$ cat src/rtl/dmem_arbiter_if.sv
// dmem_arbiter_if: bundles both requester ports and the data_mem side of
// the dmem_arbiter.
//   p0_* / p1_* : request (req/we/addr/wdata/funct3), combinational grant,
//                 registered response (rsp_valid/rdata/err)
//   mem_*       : address/data/size/write-enable to data_mem, comb read data back
// Modports:
//   slave  - the arbiter itself
//   master - the environment (requesters plus memory)
interface dmem_arbiter_if;
    logic        p0_req, p0_we, p0_gnt, p0_rsp_valid, p0_err;
    logic [31:0] p0_addr, p0_wdata, p0_rdata;
    logic [2:0]  p0_funct3;
    logic        p1_req, p1_we, p1_gnt, p1_rsp_valid, p1_err;
    logic [31:0] p1_addr, p1_wdata, p1_rdata;
    logic [2:0]  p1_funct3;
    logic [31:0] mem_addr, mem_dataW, mem_dataR;
    logic [2:0]  mem_funct3;
    logic        mem_MemRW;

    modport slave (
        input  p0_req, p0_we, p0_addr, p0_wdata, p0_funct3,
        output p0_gnt, p0_rsp_valid, p0_rdata, p0_err,
        input  p1_req, p1_we, p1_addr, p1_wdata, p1_funct3,
        output p1_gnt, p1_rsp_valid, p1_rdata, p1_err,
        output mem_addr, mem_dataW, mem_funct3, mem_MemRW,
        input  mem_dataR
    );

    modport master (
        output p0_req, p0_we, p0_addr, p0_wdata, p0_funct3,
        input  p0_gnt, p0_rsp_valid, p0_rdata, p0_err,
        output p1_req, p1_we, p1_addr, p1_wdata, p1_funct3,
        input  p1_gnt, p1_rsp_valid, p1_rdata, p1_err,
        input  mem_addr, mem_dataW, mem_funct3, mem_MemRW,
        output mem_dataR
    );
endinterface

$ cat src/rtl/dmem_arbiter.sv
// dmem_arbiter: two-port arbiter/sequencer in front of the single-ported
// data memory. Port 0 (load/store unit) has priority; port 1 (debug/DMA) is
// force-granted after STARVE_LIMIT consecutive denied request cycles.
// Illegal funct3 or misaligned accesses are screened and never reach memory.
// The granted port receives a one-cycle registered response the cycle after
// its grant.
// Ports:
//   clk, rst_n : clock, asynchronous active-low reset
//   bus        : dmem_arbiter_if.slave (both requester ports + data_mem side)
module dmem_arbiter #(
    parameter int STARVE_LIMIT = 4,
    parameter int CHECK_ALIGN  = 1
) (
    input  logic            clk,
    input  logic            rst_n,
    dmem_arbiter_if.slave   bus
);
    localparam logic [3:0] LIMIT = 4'(STARVE_LIMIT);

    logic        active;
    logic [3:0]  starve_cnt;
    logic        sel0, sel1, granted, illegal, go;
    logic        sel_we;
    logic [31:0] sel_addr, sel_wdata;
    logic [2:0]  sel_f3;
    logic [1:0]  rsp_valid, err;
    logic [31:0] rdata0, rdata1;
    logic [31:0] rsp_data;

    // Port 1 wins only when port 0 is quiet or port 1 has waited long enough.
    assign sel1    = active && bus.p1_req && (!bus.p0_req || starve_cnt == LIMIT);
    assign sel0    = active && bus.p0_req && !sel1;
    assign granted = sel0 || sel1;

    always_comb begin
        sel_we    = bus.p0_we;
        sel_addr  = bus.p0_addr;
        sel_wdata = bus.p0_wdata;
        sel_f3    = bus.p0_funct3;
        if (sel1) begin
            sel_we    = bus.p1_we;
            sel_addr  = bus.p1_addr;
            sel_wdata = bus.p1_wdata;
            sel_f3    = bus.p1_funct3;
        end
    end

    // Legality: reserved size codes, unsigned codes used as stores, and
    // (optionally) natural alignment of halfword/word accesses.
    always_comb begin
        illegal = 1'b0;
        if (sel_f3 == 3'b011 || sel_f3 == 3'b110 || sel_f3 == 3'b111) illegal = 1'b1;
        if (sel_we && sel_f3[2]) illegal = 1'b1;
        if (CHECK_ALIGN != 0) begin
            if (sel_f3[1:0] == 2'b01 && sel_addr[0])           illegal = 1'b1;
            if (sel_f3[1:0] == 2'b10 && sel_addr[1:0] != 2'b00) illegal = 1'b1;
        end
    end

    assign go = granted && !illegal;

    assign bus.mem_addr   = go ? sel_addr  : 32'h0;
    assign bus.mem_dataW  = go ? sel_wdata : 32'h0;
    assign bus.mem_funct3 = go ? sel_f3    : 3'b010;
    assign bus.mem_MemRW  = go && sel_we;

    // Only legal loads return memory data; stores and rejects return zero.
    assign rsp_data = (go && !sel_we) ? bus.mem_dataR : 32'h0;

    assign bus.p0_gnt       = sel0;
    assign bus.p1_gnt       = sel1;
    assign bus.p0_rsp_valid = rsp_valid[0];
    assign bus.p1_rsp_valid = rsp_valid[1];
    assign bus.p0_err       = err[0];
    assign bus.p1_err       = err[1];
    assign bus.p0_rdata     = rdata0;
    assign bus.p1_rdata     = rdata1;

    always_ff @(posedge clk or negedge rst_n) begin
        if (!rst_n) begin
            active     <= 1'b0;
            starve_cnt <= 4'd0;
            rsp_valid  <= 2'b00;
            err        <= 2'b00;
            rdata0     <= 32'h0;
            rdata1     <= 32'h0;
        end else begin
            active    <= 1'b1;
            rsp_valid <= {sel1, sel0};
            if (bus.p1_req && !sel1)
                starve_cnt <= (starve_cnt == LIMIT) ? starve_cnt : starve_cnt + 4'd1;
            else
                starve_cnt <= 4'd0;
            if (sel0) begin
                err[0] <= illegal;
                rdata0 <= rsp_data;
            end
            if (sel1) begin
                err[1] <= illegal;
                rdata1 <= rsp_data;
            end
        end
    end
endmodule

$ cat src/flat_wrapper.sv
// flat-port wrapper written by rule: the top's interface ports become plain ports
module dmem_arbiter_flat 
#(
    parameter int STARVE_LIMIT = 4,
    parameter int CHECK_ALIGN  = 1
)
  (clk, rst_n, bus_p0_req, bus_p0_we, bus_p0_addr, bus_p0_wdata, bus_p0_funct3, bus_p0_gnt, bus_p0_rsp_valid, bus_p0_rdata, bus_p0_err, bus_p1_req, bus_p1_we, bus_p1_addr, bus_p1_wdata, bus_p1_funct3, bus_p1_gnt, bus_p1_rsp_valid, bus_p1_rdata, bus_p1_err, bus_mem_addr, bus_mem_dataW, bus_mem_funct3, bus_mem_MemRW, bus_mem_dataR);
  dmem_arbiter_if bus_i ();
  input  logic clk;
  input  logic rst_n;
  input wire logic [$bits(bus_i.p0_req)-1:0] bus_p0_req;
  input wire logic [$bits(bus_i.p0_we)-1:0] bus_p0_we;
  input wire logic [$bits(bus_i.p0_addr)-1:0] bus_p0_addr;
  input wire logic [$bits(bus_i.p0_wdata)-1:0] bus_p0_wdata;
  input wire logic [$bits(bus_i.p0_funct3)-1:0] bus_p0_funct3;
  output wire logic [$bits(bus_i.p0_gnt)-1:0] bus_p0_gnt;
  output wire logic [$bits(bus_i.p0_rsp_valid)-1:0] bus_p0_rsp_valid;
  output wire logic [$bits(bus_i.p0_rdata)-1:0] bus_p0_rdata;
  output wire logic [$bits(bus_i.p0_err)-1:0] bus_p0_err;
  input wire logic [$bits(bus_i.p1_req)-1:0] bus_p1_req;
  input wire logic [$bits(bus_i.p1_we)-1:0] bus_p1_we;
  input wire logic [$bits(bus_i.p1_addr)-1:0] bus_p1_addr;
  input wire logic [$bits(bus_i.p1_wdata)-1:0] bus_p1_wdata;
  input wire logic [$bits(bus_i.p1_funct3)-1:0] bus_p1_funct3;
  output wire logic [$bits(bus_i.p1_gnt)-1:0] bus_p1_gnt;
  output wire logic [$bits(bus_i.p1_rsp_valid)-1:0] bus_p1_rsp_valid;
  output wire logic [$bits(bus_i.p1_rdata)-1:0] bus_p1_rdata;
  output wire logic [$bits(bus_i.p1_err)-1:0] bus_p1_err;
  output wire logic [$bits(bus_i.mem_addr)-1:0] bus_mem_addr;
  output wire logic [$bits(bus_i.mem_dataW)-1:0] bus_mem_dataW;
  output wire logic [$bits(bus_i.mem_funct3)-1:0] bus_mem_funct3;
  output wire logic [$bits(bus_i.mem_MemRW)-1:0] bus_mem_MemRW;
  input wire logic [$bits(bus_i.mem_dataR)-1:0] bus_mem_dataR;
  assign bus_i.p0_req = bus_p0_req;
  assign bus_i.p0_we = bus_p0_we;
  assign bus_i.p0_addr = bus_p0_addr;
  assign bus_i.p0_wdata = bus_p0_wdata;
  assign bus_i.p0_funct3 = bus_p0_funct3;
  assign bus_p0_gnt = bus_i.p0_gnt;
  assign bus_p0_rsp_valid = bus_i.p0_rsp_valid;
  assign bus_p0_rdata = bus_i.p0_rdata;
  assign bus_p0_err = bus_i.p0_err;
  assign bus_i.p1_req = bus_p1_req;
  assign bus_i.p1_we = bus_p1_we;
  assign bus_i.p1_addr = bus_p1_addr;
  assign bus_i.p1_wdata = bus_p1_wdata;
  assign bus_i.p1_funct3 = bus_p1_funct3;
  assign bus_p1_gnt = bus_i.p1_gnt;
  assign bus_p1_rsp_valid = bus_i.p1_rsp_valid;
  assign bus_p1_rdata = bus_i.p1_rdata;
  assign bus_p1_err = bus_i.p1_err;
  assign bus_mem_addr = bus_i.mem_addr;
  assign bus_mem_dataW = bus_i.mem_dataW;
  assign bus_mem_funct3 = bus_i.mem_funct3;
  assign bus_mem_MemRW = bus_i.mem_MemRW;
  assign bus_i.mem_dataR = bus_mem_dataR;
  dmem_arbiter #(.STARVE_LIMIT(STARVE_LIMIT), .CHECK_ALIGN(CHECK_ALIGN)) u_core (.clk(clk), .rst_n(rst_n), .bus(bus_i));
endmodule
$ cat config.mk
export PLATFORM = sky130hd
export DESIGN_NAME = dmem_arbiter_flat
export DESIGN_NICKNAME = d
export VERILOG_FILES = /design/src/rtl/dmem_arbiter_if.sv /design/src/rtl/dmem_arbiter.sv /design/src/flat_wrapper.sv
export SDC_FILE = /design/constraint.sdc
export NUM_CORES = 1
export LEC_CHECK = 0
export CAP_MARGIN = 25
export CORE_AREA = 2 2 121 123
export DETAILED_ROUTE_END_ITERATION = 8
export DIE_AREA = 0 0 123 125
export PLACE_DENSITY = 0.7
export SLEW_MARGIN = 20
export SYNTH_ARGS = -nofsm -noshare
export SYNTH_HDL_FRONTEND = slang
export SYNTH_SLANG_ARGS = --single-unit
$ cat constraint.sdc
create_clock -name clk -period 2.9 [get_ports clk]
set_input_delay 0.435 -clock clk [delete_from_list [all_inputs] [get_ports clk]]
set_output_delay 0.435 -clock clk [all_outputs]
set_load 0.005 [all_outputs]
# Word level (Yosys, flattened, before mapping)
# Cells that the tools add are included.
# op_classes
addsub	1
multipliers	0
n_div	0
n_lt_le_gt_ge	0
n_eq_ne	7
shifts	0
n_mux	14
bitwise_logic	0
reduce_logical	20
# ops
cell	n
$mux W32	5
$logic_and A1 B1 Y1	11
$mux W4	2
$eq A3 B3 Y1 const B	2
$mux W3	2
$mux W1	5
$add A4 B1 Y4 const B	1
$eq A4 B3 Y1 const B	1
$logic_not A1 Y1	4
$logic_or A1 B1 Y1	4
$eq A3 B2 Y1 const B	1
$eq A2 B1 Y1 const B	1
$eq A2 B2 Y1 const B	1
$ne A2 B2 Y1 const B	1
$reduce_bool A2 Y1	1
# totals
ff_bits	73
latch_bits	0
mem_bits_rw	0
rom_bits	0
in_bits	172
mem_count	0

# Longest topological paths before layout
# logic_depth
depth_word	15
ltp_mapped	9

# Worst setup path before layout
# No wires, ideal clock.
# synth_path
path_kind	flip-flop to output port
from	reg u_core.starve_cnt[0]
to	out bus_mem_addr[11]
t_arrival_ps	1801
required_ps	2465
slack_ps	664
path_stages_with_launch	10
path_buffers	2
path_cell_list	dfrtp_1 inv_1 ha_1 and3b_1 o211ai_2 inv_2 a22oi_2 buf_4 buf_4 a21oi_1
# synth_between
elab_chain_len	14
word_cells_on_any_way	27
# synth_rtl
item	line_no	rtl
start, declared	dmem_arbiter.sv:21	logic [3:0] starve_cnt;
start signal, assigned	dmem_arbiter.sv:91	starve_cnt <= (starve_cnt == LIMIT) ? starve_cnt : starve_cnt + 4'd1;
$eq A4 B3 Y1 *	dmem_arbiter.sv:31	assign sel1 = active && bus.p1_req && (!bus.p0_req || starve_cnt == LIMIT);
$logic_or A1 B1 Y1 *	dmem_arbiter.sv:31	
$logic_and A1 B1 Y1 *	dmem_arbiter.sv:31	
$mux W3	dmem_arbiter.sv:40	if (sel1) begin
$eq A3 B2 Y1 or $eq A3 B3 Y1 (tied branches)	dmem_arbiter.sv:52	if (sel_f3 == 3'b011 || sel_f3 == 3'b110 || sel_f3 == 3'b111) illegal = 1'b1;
$logic_or A1 B1 Y1 (2 in a row)	dmem_arbiter.sv:52	
$mux W1	dmem_arbiter.sv:52	
$mux W1	dmem_arbiter.sv:53	if (sel_we && sel_f3[2]) illegal = 1'b1;
$mux W1	dmem_arbiter.sv:55	if (sel_f3[1:0] == 2'b01 && sel_addr[0]) illegal = 1'b1;
$mux W1	dmem_arbiter.sv:56	if (sel_f3[1:0] == 2'b10 && sel_addr[1:0] != 2'b00) illegal = 1'b1;
$logic_not A1 Y1	dmem_arbiter.sv:60	assign go = granted && !illegal;
$logic_and A1 B1 Y1	dmem_arbiter.sv:60	
$mux W32 *	dmem_arbiter.sv:62	assign bus.mem_addr = go ? sel_addr : 32'h0;
end, declared	flat_wrapper.sv:29	output wire logic [$bits(bus_i.mem_addr)-1:0] bus_mem_addr;
# Mark *: on every way between the ends. The rest lies on a longest branch, timed or not.

# Worst setup path after layout
# layout_path
from	in bus_p0_funct3[0]
to	out bus_mem_dataW[9]
# layout_between
elab_chain_len	11
word_cells_on_any_way	17
# layout_rtl
item	line_no	rtl
start, declared	flat_wrapper.sv:15	input wire logic [$bits(bus_i.p0_funct3)-1:0] bus_p0_funct3;
$mux W3 *	dmem_arbiter.sv:40	
$eq A3 B2 Y1 or $eq A3 B3 Y1 (tied branches)	dmem_arbiter.sv:52	
$logic_or A1 B1 Y1 (2 in a row)	dmem_arbiter.sv:52	
$mux W1	dmem_arbiter.sv:52	
$mux W1	dmem_arbiter.sv:53	
$mux W1	dmem_arbiter.sv:55	
$mux W1 *	dmem_arbiter.sv:56	
$logic_not A1 Y1 *	dmem_arbiter.sv:60	
$logic_and A1 B1 Y1 *	dmem_arbiter.sv:60	
$mux W32 *	dmem_arbiter.sv:63	assign bus.mem_dataW = go ? sel_wdata : 32'h0;
end, declared	flat_wrapper.sv:30	output wire logic [$bits(bus_i.mem_dataW)-1:0] bus_mem_dataW;
# Marks and branches as above.

==> results_dict.tcl <==
set metrics [dict create \
    power_frac_comb_pct 27.9 \
    clk_pin_slew_ns 0.06 \
    finish.utilization_pct 56.47 \
    cts_root_buf "clkbuf_16" \
    grt_pass1_wl_um 27360 \
    reg2reg_from "u_core.starve_cnt[0]" \
    core_sq_mm 0.01420 \
    dp_hpwl_um 12940 \
    antenna_left 0 \
    synth.area.mux_share_pct 0 \
    area_growth_pct 104.5 \
    relSlewSlack_pct 55.44 \
    path_common_cell "clkdlybuf4s50_1" \
    syn_nets 624 \
    irDropWorstVdd_mv 0.3007 \
    yosys_warnings 0 \
    ys_seq_area_share_pct 46.59 \
    cts_max_level 3 \
    r2r-end "u_core.bus.p1_rdata[20]" \
    slew_viol_final 0 \
    setup_viol 2 \
    whs_ns 0.03810 \
    switching_share_pct 25.04 \
    worstSetupStartpoint "bus_p0_funct3[0]" \
    fin_crit_sh_pct 102.8 \
    cts_buffers 9 \
    p_leak_uw 0.003764 \
    post_drt_wl_per_cell_um 19.19 \
    finClkSkew_ns 0.007187 \
    cts.sinks 73 \
    synth-seq-cells 73 \
    insertion_delay_ns 0.33 \
    rows 44 \
    start_util_pct 27.61 \
    fin_cells 963 \
    pre_cts_ws_ns -0.05194 \
    yosysUniqueCellTypes 25 \
    cpPeakStageDelay_ns 0.53 \
    hp-class "input port to async pin" \
    crit_chain "clkdlybuf4s50_1, a221o_1, o41ai_4, a22oi_2, buf_6, buf_12, a21oi_1, clkdlybuf4s50_1" \
    power_switching_uw 811.8 \
    layout-drive-gt1-share_pct 9.910 \
    vias_per_cell 4.930 \
    track_usage_pct 22.94 \
    start_kind "input port" \
    async_flop_share_pct 100.0 \
    syn_area_sq_mm 0.003921 \
    synth_edf_count 0 \
    path_buf_inv 4 \
    clkPwrFrac_pct 36.9 \
    totalWireLength_um 18480 \
    num_io_pins 310 \
    required_ns 2.47 \
    place.gp.congestion 0.9288 \
    synth.largest_area_cell "dfrtp_1" \
    critPathMaxFanout 9 \
    die_w_um 123 \
    placed_cells 917 \
    synth_top_area_share_pct 46.59 \
    tightestPinTransition_ns 0.6684 \
    rsz0062_at_grt "true" \
    yosysMostFrequentCell "nand2_1" \
    fillers 1262 \
    clk_path_buf_depth 2 \
    dieArea_sq_mm 0.01538 \
    hold_viol_final 0 \
    synth_xor_area_share_pct 0.4467 \
    maxCapViolCount 0 \
    postSynthCellCount 450 \
    synth_ff_type "dfrtp_1" \
    fmaxAchievable_mhz 335.4 \
    intPower_uw 2430 \
    r2r_cells 10 \
    crit_type "input port to output pin" \
    antenna_found_initial 2 \
    grt_pass1_vias 4777 \
    cp_slowest_cell "clkdlybuf4s50_1" \
    port_buffers 309 \
    cp-end-kind "output pin" \
    outcome "finished, violations left" \
    cp_data_arrival_time_ns 2.55 \
    synth_area_leaders "dfrtp_1 47%, a22o_1 14%, nand2_1 13%" \
    avgSynthCellArea_sq_um 8.714 \
    worst_slack_ns -0.08180 \
    p_seq_share_pct 35.3 \
    grt-ovfl-total 0 \
    synth_top_family_by_area "compound AO/OA/AOI/OAI gates" \
    dieHeight_um 125 \
    drt_iter0_drc 268 \
    drc_errors 0 \
    power.density_mw_per_mm2 404.3 \
    synth_fa_ha_area_share_pct 0.6382 \
    vias 4748 \
    cts_tree "yes" \
    violations "negative setup slack" \
    crit_family "buffers and inverters" \
    yosys-top-cells-count "141 x nand2_1, 73 x dfrtp_1, 70 x a21oi_1" \
    first_pass_iters 4 \
    reg2reg_slack_ns 0.60 \
    final_nets 946 \
    min_period_ns 2.982 \
    synth_compound_area_share_pct 25.65 \
    grt_max_degree 74 \
    synthSimpleGateAreaFrac_pct 21.00 \
]
-- per-stage QoR --
step	TNS, ns	cell area, sq um	total power (uW)
finish	-0.09345	8020	3242
CTS	-1.610	7819	3247
floorplan	0	3921	1408
detailed placement	-0.8070	7242	1982
global placement	-0.04217	7242	1967
global route	-0.4228	8020	3385
-- cells by family (layout without fill, tap and decap cells) --
group	after synthesis	count (layout)
other	1	3
buffers and inverters	48	375
and+or+nand+nor	181	181
DFF	73	73
adders and majority gates	2	2
AOI/OAI and AO/OA	143	143
xor gates and xnor gates	2	2
-- flip-flops by register name (all words and copies together) (netlist names) --
name                 cells
u_core.bus.p0_rdata     32
u_core.err               2
u_core.bus.p1_rdata     32
u_core.rsp_valid         2
u_core.starve_cnt        4
u_core.active            1
-- layer usage --
layer / track usage [%] / part of all wire [%] / vias to the layer above
met5: 0 / 0 / -
met4: 6.818 / 2.0 / 0
met3: 5.292 / 8.0 / 18
met2: 39.55 / 51 / 209
met1: 28.30 / 39 / 2300
li1: - / - / 2221
-- repair_timing --
action	in CTS	in global routing
setup buffers	12	9
gates resized for setup	70	59
gates cloned	6	0
endpoints found under the setup margin	68	39
pin swaps	3	5
hold buffers	0	0
-- layout make-up --
class,instances,area [sq um],share of cell area [%]
diodes,2,5.005,0.06240
clock buffers,11,242.7,3.027
clock inverters,5,78.83,0.9828
inverters,6,22.52,0.2808
multi-input cells,329,1927,24.02
flip-flops and latches,73,1827,22.78
well taps,184,230.2,2.871
repair buffers,353,3687,45.98
-- power by group through the flow --
stage / clock [uW] / combinational [uW] / sequential [uW]
6_report: 1200 / 903 / 1140
5_1_grt: 1270 / 966 / 1150
4_1_cts: 1230 / 879 / 1140
3_5_place_dp: 0 / 822 / 1160
3_3_place_gp: 0 / 810 / 1160
2_1_floorplan: 0 / 248 / 1160
-- layout by cell type (no fill, tap or decap), types with 3 or more instances in the layout --
cell / n
buf_6: 6
inv_1: 3
buf_12: 7
dlygate4sd2_1: 19
clkdlybuf4s15_1: 31
clkbuf_16: 9
clkdlybuf4s50_1: 239
a22o_1: 64
a21oi_1: 68
buf_4: 24
nand2_1: 140
bufbuf_16: 3
dlymetal6s2s_1: 15
inv_2: 3
nor3b_1: 32
buf_16: 4
dfrtp_1: 73
clkbuf_2: 4
-- how the worst max path moves through the flow --
stage | slack [ns] | depth (start not counted) | end
global route | -0.15 | 9 | bus_mem_addr[3]
finish | -0.08 | 8 | bus_mem_dataW[9]
CTS | -0.12 | 9 | bus_mem_addr[20]
global placement | -0.04 | 6 | bus_mem_addr[8]
detailed placement | -0.05 | 7 | bus_mem_addr[8]
floorplan | 0.66 | 9 | bus_mem_addr[11]
Note: power is estimated with default switching activity, not from simulation.
